File: src/rtl/cpu_pkg.sv
// Shared CPU front-end definitions: datapath widths, reset vector and the
// {inst, pc} entry carried through the fetch queue.
package cpu_pkg;

    localparam int AddrWidth = 32;
    localparam int InstWidth = 32;

    localparam logic [AddrWidth-1:0] ResetVec = '0;

    typedef struct packed {
        logic [InstWidth-1:0] inst;
        logic [AddrWidth-1:0] pc;
    } fetch_entry_t;

endpackage

File: src/rtl/fetch_inst_queue.sv
// DEPTH-entry synchronous FIFO holding fetched {inst, pc} entries.
// Clear empties the queue in one cycle and wins over push/pop.
module fetch_inst_queue
    import cpu_pkg::*;
#(
    parameter int  DEPTH   = 2,
    parameter type entry_t = fetch_entry_t,
    localparam int PTR_W   = (DEPTH > 1) ? $clog2(DEPTH) : 1,
    localparam int CNT_W   = $clog2(DEPTH + 1)
) (
    input  logic             clk,
    input  logic             reset_,
    input  logic             clear,
    input  logic             push,
    input  entry_t           push_data,
    input  logic             pop,
    output entry_t           head,
    output logic [CNT_W-1:0] count
);

    entry_t           mem [DEPTH];
    logic [PTR_W-1:0] wr_ptr;
    logic [PTR_W-1:0] rd_ptr;
    logic             do_push;
    logic             do_pop;

    assign do_pop  = pop && (count != '0);
    // A full queue still accepts a push when the head leaves in the same cycle.
    assign do_push = push && ((count != CNT_W'(DEPTH)) || do_pop);

    always_ff @(posedge clk) begin
        if (reset_ || clear) begin
            wr_ptr <= '0;
            rd_ptr <= '0;
            count  <= '0;
        end else begin
            if (do_push) wr_ptr <= wr_ptr + PTR_W'(1);
            if (do_pop)  rd_ptr <= rd_ptr + PTR_W'(1);
            count <= count + CNT_W'(do_push) - CNT_W'(do_pop);
        end
    end

    always_ff @(posedge clk) begin
        if (do_push && !reset_ && !clear) begin
            mem[wr_ptr] <= push_data;
        end
    end

    assign head = mem[rd_ptr];

endmodule

File: src/rtl/fetch_unit.sv
// Instruction-fetch front end: sequential PC generation, one request per cycle
// to a blocking 1-cycle I-cache, queued delivery to the decoder, backend redirect.
module fetch_unit
    import cpu_pkg::*;
#(
    parameter int              ADDR      = AddrWidth,
    parameter int              INST      = InstWidth,
    parameter int              DEPTH     = 2,
    parameter logic [ADDR-1:0] RESET_VEC = ADDR'(ResetVec)
) (
    input  logic            clk,
    input  logic            reset_,
    output logic            ic_e,
    output logic [ADDR-1:0] ic_pc,
    input  logic [INST-1:0] ic_inst,
    input  logic            ic_miss,
    output logic            dec_valid,
    output logic [INST-1:0] dec_inst,
    output logic [ADDR-1:0] dec_pc,
    input  logic            dec_stall,
    input  logic            flush,
    input  logic [ADDR-1:0] flush_target
);

    localparam int              CNT_W     = $clog2(DEPTH + 1);
    localparam logic [CNT_W:0]  DEPTH_OCC = (CNT_W + 1)'(DEPTH);
    localparam logic [ADDR-1:0] PC_STEP   = ADDR'(INST / 8);

    typedef struct packed {
        logic [INST-1:0] inst;
        logic [ADDR-1:0] pc;
    } entry_t;

    logic [ADDR-1:0]  pc;
    logic [ADDR-1:0]  req_pc;
    logic             inflight;

    logic             resp_hit;
    logic             resp_miss;
    logic             pop;
    logic [CNT_W:0]   occ_next;
    logic             credit;
    logic             issue;

    logic             q_push;
    entry_t           q_push_data;
    entry_t           q_head;
    logic [CNT_W-1:0] q_count;

    assign resp_hit  = inflight && !ic_miss;
    assign resp_miss = inflight && ic_miss;

    assign dec_valid = (q_count != '0);
    assign pop       = dec_valid && !dec_stall;

    // Entries committed after this cycle: buffered ones plus the in-flight one
    // (which either lands in the queue now or stays outstanding on a miss).
    assign occ_next  = {1'b0, q_count} + (CNT_W + 1)'(inflight) - (CNT_W + 1)'(pop);
    assign credit    = (occ_next < DEPTH_OCC);

    assign issue     = !reset_ && !flush && (resp_miss || credit);
    assign ic_e      = issue;
    assign ic_pc     = resp_miss ? req_pc : pc;

    assign q_push           = resp_hit && !flush;
    assign q_push_data.inst = ic_inst;
    assign q_push_data.pc   = req_pc;

    assign dec_inst  = dec_valid ? q_head.inst : '0;
    assign dec_pc    = dec_valid ? q_head.pc   : '0;

    always_ff @(posedge clk) begin
        if (reset_) begin
            pc       <= RESET_VEC;
            req_pc   <= RESET_VEC;
            inflight <= 1'b0;
        end else if (flush) begin
            pc       <= flush_target;
            inflight <= 1'b0;
        end else if (resp_miss) begin
            // Cache holds the missed request; it was re-presented this cycle.
            inflight <= 1'b1;
        end else if (issue) begin
            req_pc   <= pc;
            pc       <= pc + PC_STEP;
            inflight <= 1'b1;
        end else begin
            inflight <= 1'b0;
        end
    end

    fetch_inst_queue #(
        .DEPTH   (DEPTH),
        .entry_t (entry_t)
    ) u_queue (
        .clk       (clk),
        .reset_    (reset_),
        .clear     (flush),
        .push      (q_push),
        .push_data (q_push_data),
        .pop       (pop),
        .head      (q_head),
        .count     (q_count)
    );

endmodule

File: config.mk
export PLATFORM = sky130hd
export DESIGN_NAME = fetch_unit
export DESIGN_NICKNAME = d
export VERILOG_FILES = /design/src/rtl/cpu_pkg.sv /design/src/rtl/fetch_inst_queue.sv /design/src/rtl/fetch_unit.sv
export SDC_FILE = /design/constraint.sdc
export NUM_CORES = 1
export LEC_CHECK = 0
export ABC_AREA = 1
export CAP_MARGIN = 20
export CORE_MARGIN = 4
export CORE_UTILIZATION = 45
export CTS_BUF_LIST = sky130_fd_sc_hd__clkbuf_8
export DETAILED_ROUTE_END_ITERATION = 10
export PLACE_DENSITY = 0.73
export SYNTH_ARGS = -nofsm -noshare
export SYNTH_HDL_FRONTEND = slang
export SYNTH_HIERARCHICAL = 1
export SYNTH_SLANG_ARGS = --single-unit
File: constraint.sdc
create_clock -name clk -period 4.75 [get_ports clk]
set_clock_uncertainty 0.2 [all_clocks]
set_input_delay 0.7125 -clock clk [delete_from_list [all_inputs] [get_ports clk]]
set_output_delay 0.7125 -clock clk [all_outputs]
set_load 0.005 [all_outputs]
# [After elaboration in Yosys (flattened, before gate mapping)]
# Memories as Yosys holds them, arrays and structs flattened. A register that Yosys moved wholly into a read port is not among the register bits.
# Index checks and enable logic that the tools add are counted.
[word_totals] ramBits=128 input_bits=69 out_inout_bits=98 mem_count=1 ff_bits=69 elab_cells=53
[op_classes] mux=12 bitwise_logic=2 n_addsub=7 reduce_logical=22 eq_ne=2 magnitude_cmp=1
[mem_list] memory="u_queue.mem" words=2 word_bits=64 rd=1 rd_clocked_by_memory_dff=1 wr=1 line="fetch_inst_queue.sv:21" source="entry_t mem [DEPTH];"
[ops] operator="$mux W32" n=6
[ops] operator="$add A32 B3 Y32 const B" n=1
[ops] operator="$logic_and A1 B1 Y1" n=10
[ops] operator="$mux W1" n=6
[ops] operator="$logic_not A1 Y1" n=4
[ops] operator="$ne A2 B2 Y1 const B" n=2
[ops] operator="$reduce_bool A2 Y1" n=2
[ops] operator="$add A2 B1 Y3" n=1
[ops] operator="$logic_or A1 B1 Y1" n=3
[ops] operator="$lt A3 B2 Y1 const B" n=1
[ops] operator="$reduce_and A3 Y1" n=1
[ops] operator="$sub A3 B1 Y3" n=1
[ops] operator="$add A1 B1 Y1 const B" n=2
[ops] operator="$add A2 B1 Y2" n=1
[ops] operator="$not A1 Y1" n=2
[ops] operator="$reduce_and A2 Y1" n=1
[ops] operator="$reduce_or A2 Y1" n=1
[ops] operator="$sub A2 B1 Y2" n=1

# [Logic depth before layout (Yosys ltp)]
[logic_depth] ltp_word=9 ltp_mapped=17

# [Hierarchy]
# Netlist, hierarchy kept.
[modules_own_cells] module="fetch_inst_queue" seq_area_each_um2=3943.8 n_inst=1 area_per_inst_um2=5191.2 cells_per_inst=243
[modules_own_cells] module="fetch_unit" seq_area_each_um2=1301.2 n_inst=1 area_per_inst_um2=4321.6 cells_per_inst=737

# [Worst setup path before layout]
# Ideal clock, no wire load.
[synth_path] kind="input to register" start="input port flush" end="memory u_queue/mem[1][0] (netlist name) (enable)" path_buffers=2 t_arrival_ns=4.131 cell_stages=5 required_ns=4.062 setup_ns=0.488 path_slack_ns=-0.069 cell_sequence="buf_2 -> clkbuf_1 -> nor3_1 -> nand2_1 -> nor2_1"
[synth_via] elab_chain_cells=7
[synth_lines] element="from (decl)" line="fetch_unit.sv:21" source="input logic flush,"
[synth_lines] element="$logic_not A1 Y1" line="fetch_unit.sv:65" source="assign q_push = resp_hit && !flush;"
[synth_lines] element="$logic_and A1 B1 Y1" line="fetch_unit.sv:65"
[synth_lines] element="via q_push" line="fetch_unit.sv:45" source="logic q_push;"
[synth_lines] element="$logic_and A1 B1 Y1" line="fetch_inst_queue.sv:29" source="assign do_push = push && ((count != CNT_W'(DEPTH)) || do_pop);"
[synth_lines] element="$logic_and A1 B1 Y1 (2 in series)" line="fetch_inst_queue.sv:44" source="if (do_push && !reset_ && !clear) begin"
[synth_lines] element="$mux W1" line="fetch_inst_queue.sv:44"
[synth_lines] element="$mux W1 (implied by the code)" line="fetch_inst_queue.sv:45" source="mem[wr_ptr] <= push_data;"
[synth_lines] element="to (decl)" line="fetch_inst_queue.sv:21"
# The timed path passes the listed nets, and every way through them passes these cells.

# [Worst setup path after layout]
[layout_path] start="input port dec_stall" end="output port ic_e"
[layout_via] elab_chain_cells=6
[layout_lines] element="from (decl)" line="fetch_unit.sv:20" source="input logic dec_stall,"
[layout_lines] element="$logic_not A1 Y1" line="fetch_unit.sv:54" source="assign pop = dec_valid && !dec_stall;"
[layout_lines] element="$logic_and A1 B1 Y1" line="fetch_unit.sv:54"
[layout_lines] element="via pop" line="fetch_unit.sv:40" source="logic pop;"
[layout_lines] element="$sub A3 B1 Y3" line="fetch_unit.sv:58" source="assign occ_next = {1'b0, q_count} + (CNT_W + 1)'(inflight) - (CNT_W + 1)'(pop);"
[layout_lines] element="$lt A3 B2 Y1" line="fetch_unit.sv:59" source="assign credit = (occ_next < DEPTH_OCC);"
[layout_lines] element="$logic_or A1 B1 Y1" line="fetch_unit.sv:61" source="assign issue = !reset_ && !flush && (resp_miss || credit);"
[layout_lines] element="$logic_and A1 B1 Y1" line="fetch_unit.sv:61"
[layout_lines] element="to (decl)" line="fetch_unit.sv:13" source="output logic ic_e,"
# The timed path passes the listed nets, and every way through them passes these cells.

==> impl_metrics.json <==
{
  "hold_path.class": "flip-flop to flip-flop",
  "slew_violations": 0,
  "die_w_um": 153,
  "path_buf_inv": 3,
  "place_congestion": 0.907,
  "syn_area_um2": 9510,
  "fin_ws_ns": 0.800,
  "syn_nets": 1054,
  "clock_latency_ns": 0.46,
  "port_buffers": 166,
  "crit_family": "buffers and inverters",
  "dp_hpwl_mm": 14.7,
  "fp.dieH_um": 153,
  "final_util_pct": 57.5,
  "r2r_cells": 15,
  "initial_utilization_pct": 46.4,
  "crit_arrival_ns": 3.04,
  "cts_hold_buf": 0,
  "layout.nets": 1208,
  "p_leak_nw": 4.62,
  "worstMarginPinSlew_ns": 0.785,
  "slew_headroom_pct": 47.6,
  "synth_area_per_cell_um2": 9.71,
  "finalInstanceArea_um2": 11800,
  "min_path_cells": 0,
  "powerDensity_nw_per_um2": 282,
  "coreArea_um2": 20500,
  "clk_path_buf_depth": 2,
  "synthCells": 980,
  "ant_nets": 0,
  "antenna_found_initial": 0,
  "grt_usage_pct": 17.4,
  "placementRows": 52,
  "cts-root-buf": "clkbuf_8",
  "path_cells": "clkdlybuf4s50_1 -> nor2_1 -> ha_1 -> nor2_1 -> fa_1 -> inv_1 -> nand2_1 -> nor2_2 -> o21a_1 -> clkdlybuf4s50_1",
  "drv_cap": 0,
  "rsz0062_at_grt": "no",
  "die-area_um2": 23500,
  "cts_made_buffers": 17,
  "cts_sinks": 198,
  "min_period_over_period_pct": 83.2,
  "finalSetupViolCount": 0,
  "drc": 0,
  "crit_required_ns": 3.84,
  "cts_resized": 0,
  "tns_ns": 0,
  "grt_pass1_vias": 6386,
  "dpl_worst_slack_ns": 0.802,
  "netlist-cell-type-count": 36,
  "routedWlPerCell_um": 14.5,
  "critPathCaptureType": "output port",
  "fmax_ghz": 0.253,
  "grt_max_degree": 66,
  "r2r_slack_ns": 1.69,
  "postCtsSetupRepairBufs": 0,
  "cp_num_cells": 10,
  "vias": 6858,
  "ctsHtreeMaxLevel": 4,
  "most-common-layout-cells": "clkdlybuf4s50_1 (166), inv_1 (165), nand2_1 (158)",
  "wl_mm": 20.6,
  "drt_pass1_iterations": 5,
  "dpl_cell_area_um2": 11400,
  "final.min_clock_period_ns": 3.95,
  "ir_drop_v": 0.000156,
  "final_common_cell": "clkdlybuf4s50_1",
  "seq_area_frac_synth_pct": 55.1,
  "ios": 167,
  "drtIter0Drc": 364,
  "synth_seq_cells": 198,
  "via_per_inst": 4.84,
  "antennaDiodeCount": 0,
  "outcome": "finished clean",
  "cts_tree": "built",
  "drive_gt1_share_pct": 11.9,
  "synth_warnings": 6,
  "grt_pass1_wl_mm": 32.7,
  "cp_max_fo": 3,
  "gr-total-overflow": 0,
  "timing_hold_violations_final": 0,
  "clk_pin_slew_ns": 0.09,
  "slowest_stage": "clkdlybuf4s50_1",
  "crit_type": "input port to output port",
  "startpoint_type": "input port",
  "area_delta_synth_final_pct": 23.9,
  "cp_slowest_stage_delay_ns": 0.49
}
-- per-layer routing --
layer,share of wire (%),global-route usage (%),vias up
met3,5.2,3.59,15
met5,0,0,-
met1,47,24.8,3174
met2,47,27.4,200
li1,-,-,3469
met4,1.1,4.16,0
-- area by class of cell --
type | count | area [um2]
clock buffer | 18 | 248
multi-input combinational | 573 | 3370
fill | 1783 | 8700
tap | 270 | 338
timing repair buffer | 176 | 1780
sequential | 198 | 5250
clock inverter | 14 | 171
inverter | 168 | 632
-- flip-flops by register name, indices dropped and copies added, names as in the netlist, named ones only --
register and count:
u_queue/rd_ptr 1, u_queue/mem 128, u_queue/wr_ptr 1, u_queue/count 2, inflight 1, req_pc 32, pc 32
-- cells by family (layout without fill, tap and decap cells) --
group | Yosys count | after routing | share of synthesized area [%]
and+or+nand+nor | 350 | 350 | 15.8
AOI/OAI and AO/OA | 143 | 143 | 7.76
buffers and inverters | 209 | 376 | 9.59
xor gates and xnor gates | 11 | 11 | 1.01
adders and majority gates | 5 | 5 | 0.737
DFF | 198 | 198 | 55.1
muxes | 64 | 64 | 9.94
-- worst paths after layout --
path / from / to
setup / recovery: dec_stall / ic_e
hold / removal: req_pc[18]$_SDFFE_PP0P_ / u_queue/mem[1][18]$_DFFE_PP_
hold reg to reg: req_pc[18]$_SDFFE_PP0P_ / u_queue/mem[1][18]$_DFFE_PP_
setup reg to reg: u_queue/count[1]$_SDFF_PP0_ / pc[11]$_SDFFE_PP0P_
-- Yosys cell counts (all sizes together) --
library cell	instances	share of area [%]
a21oi	52	2.7
a22oi	4	0.32
buf	17	2.0
clkbuf	24	0.95
clkinv	1	0.053
dfxtp	70	15
edfxtp	128	40
fa	1	0.21
ha	4	0.53
inv	167	6.6
mux2	64	9.9
nand2	165	6.8
nand3	47	2.7
nand4	1	0.066
nor2	130	5.8
nor3	7	0.47
o21a	2	0.16
o21ai	82	4.3
o21bai	2	0.16
o31ai	1	0.079
xor2	11	1.0
-- metrics by stage --
step	power [mW]	hold slack, ns	cells
after CTS	3.36	0.262	1417
final	3.32	0.258	1417
after detailed placement	2.24	0.239	1385
after global placement	2.23	0.232	1384
after floorplan	2.08	0.226	980
after global routing	3.48	0.279	1417
-- where the power goes --
| part | leakage (nW) | switching (mW) | internal [mW] |
|---|---|---|---|
| registers | 1.74 | 0.0474 | 1.87 |
| logic | 2.68 | 0.141 | 0.147 |
| clock network | 0.203 | 0.578 | 0.539 |
Note: power is estimated with default switching activity, not from simulation.
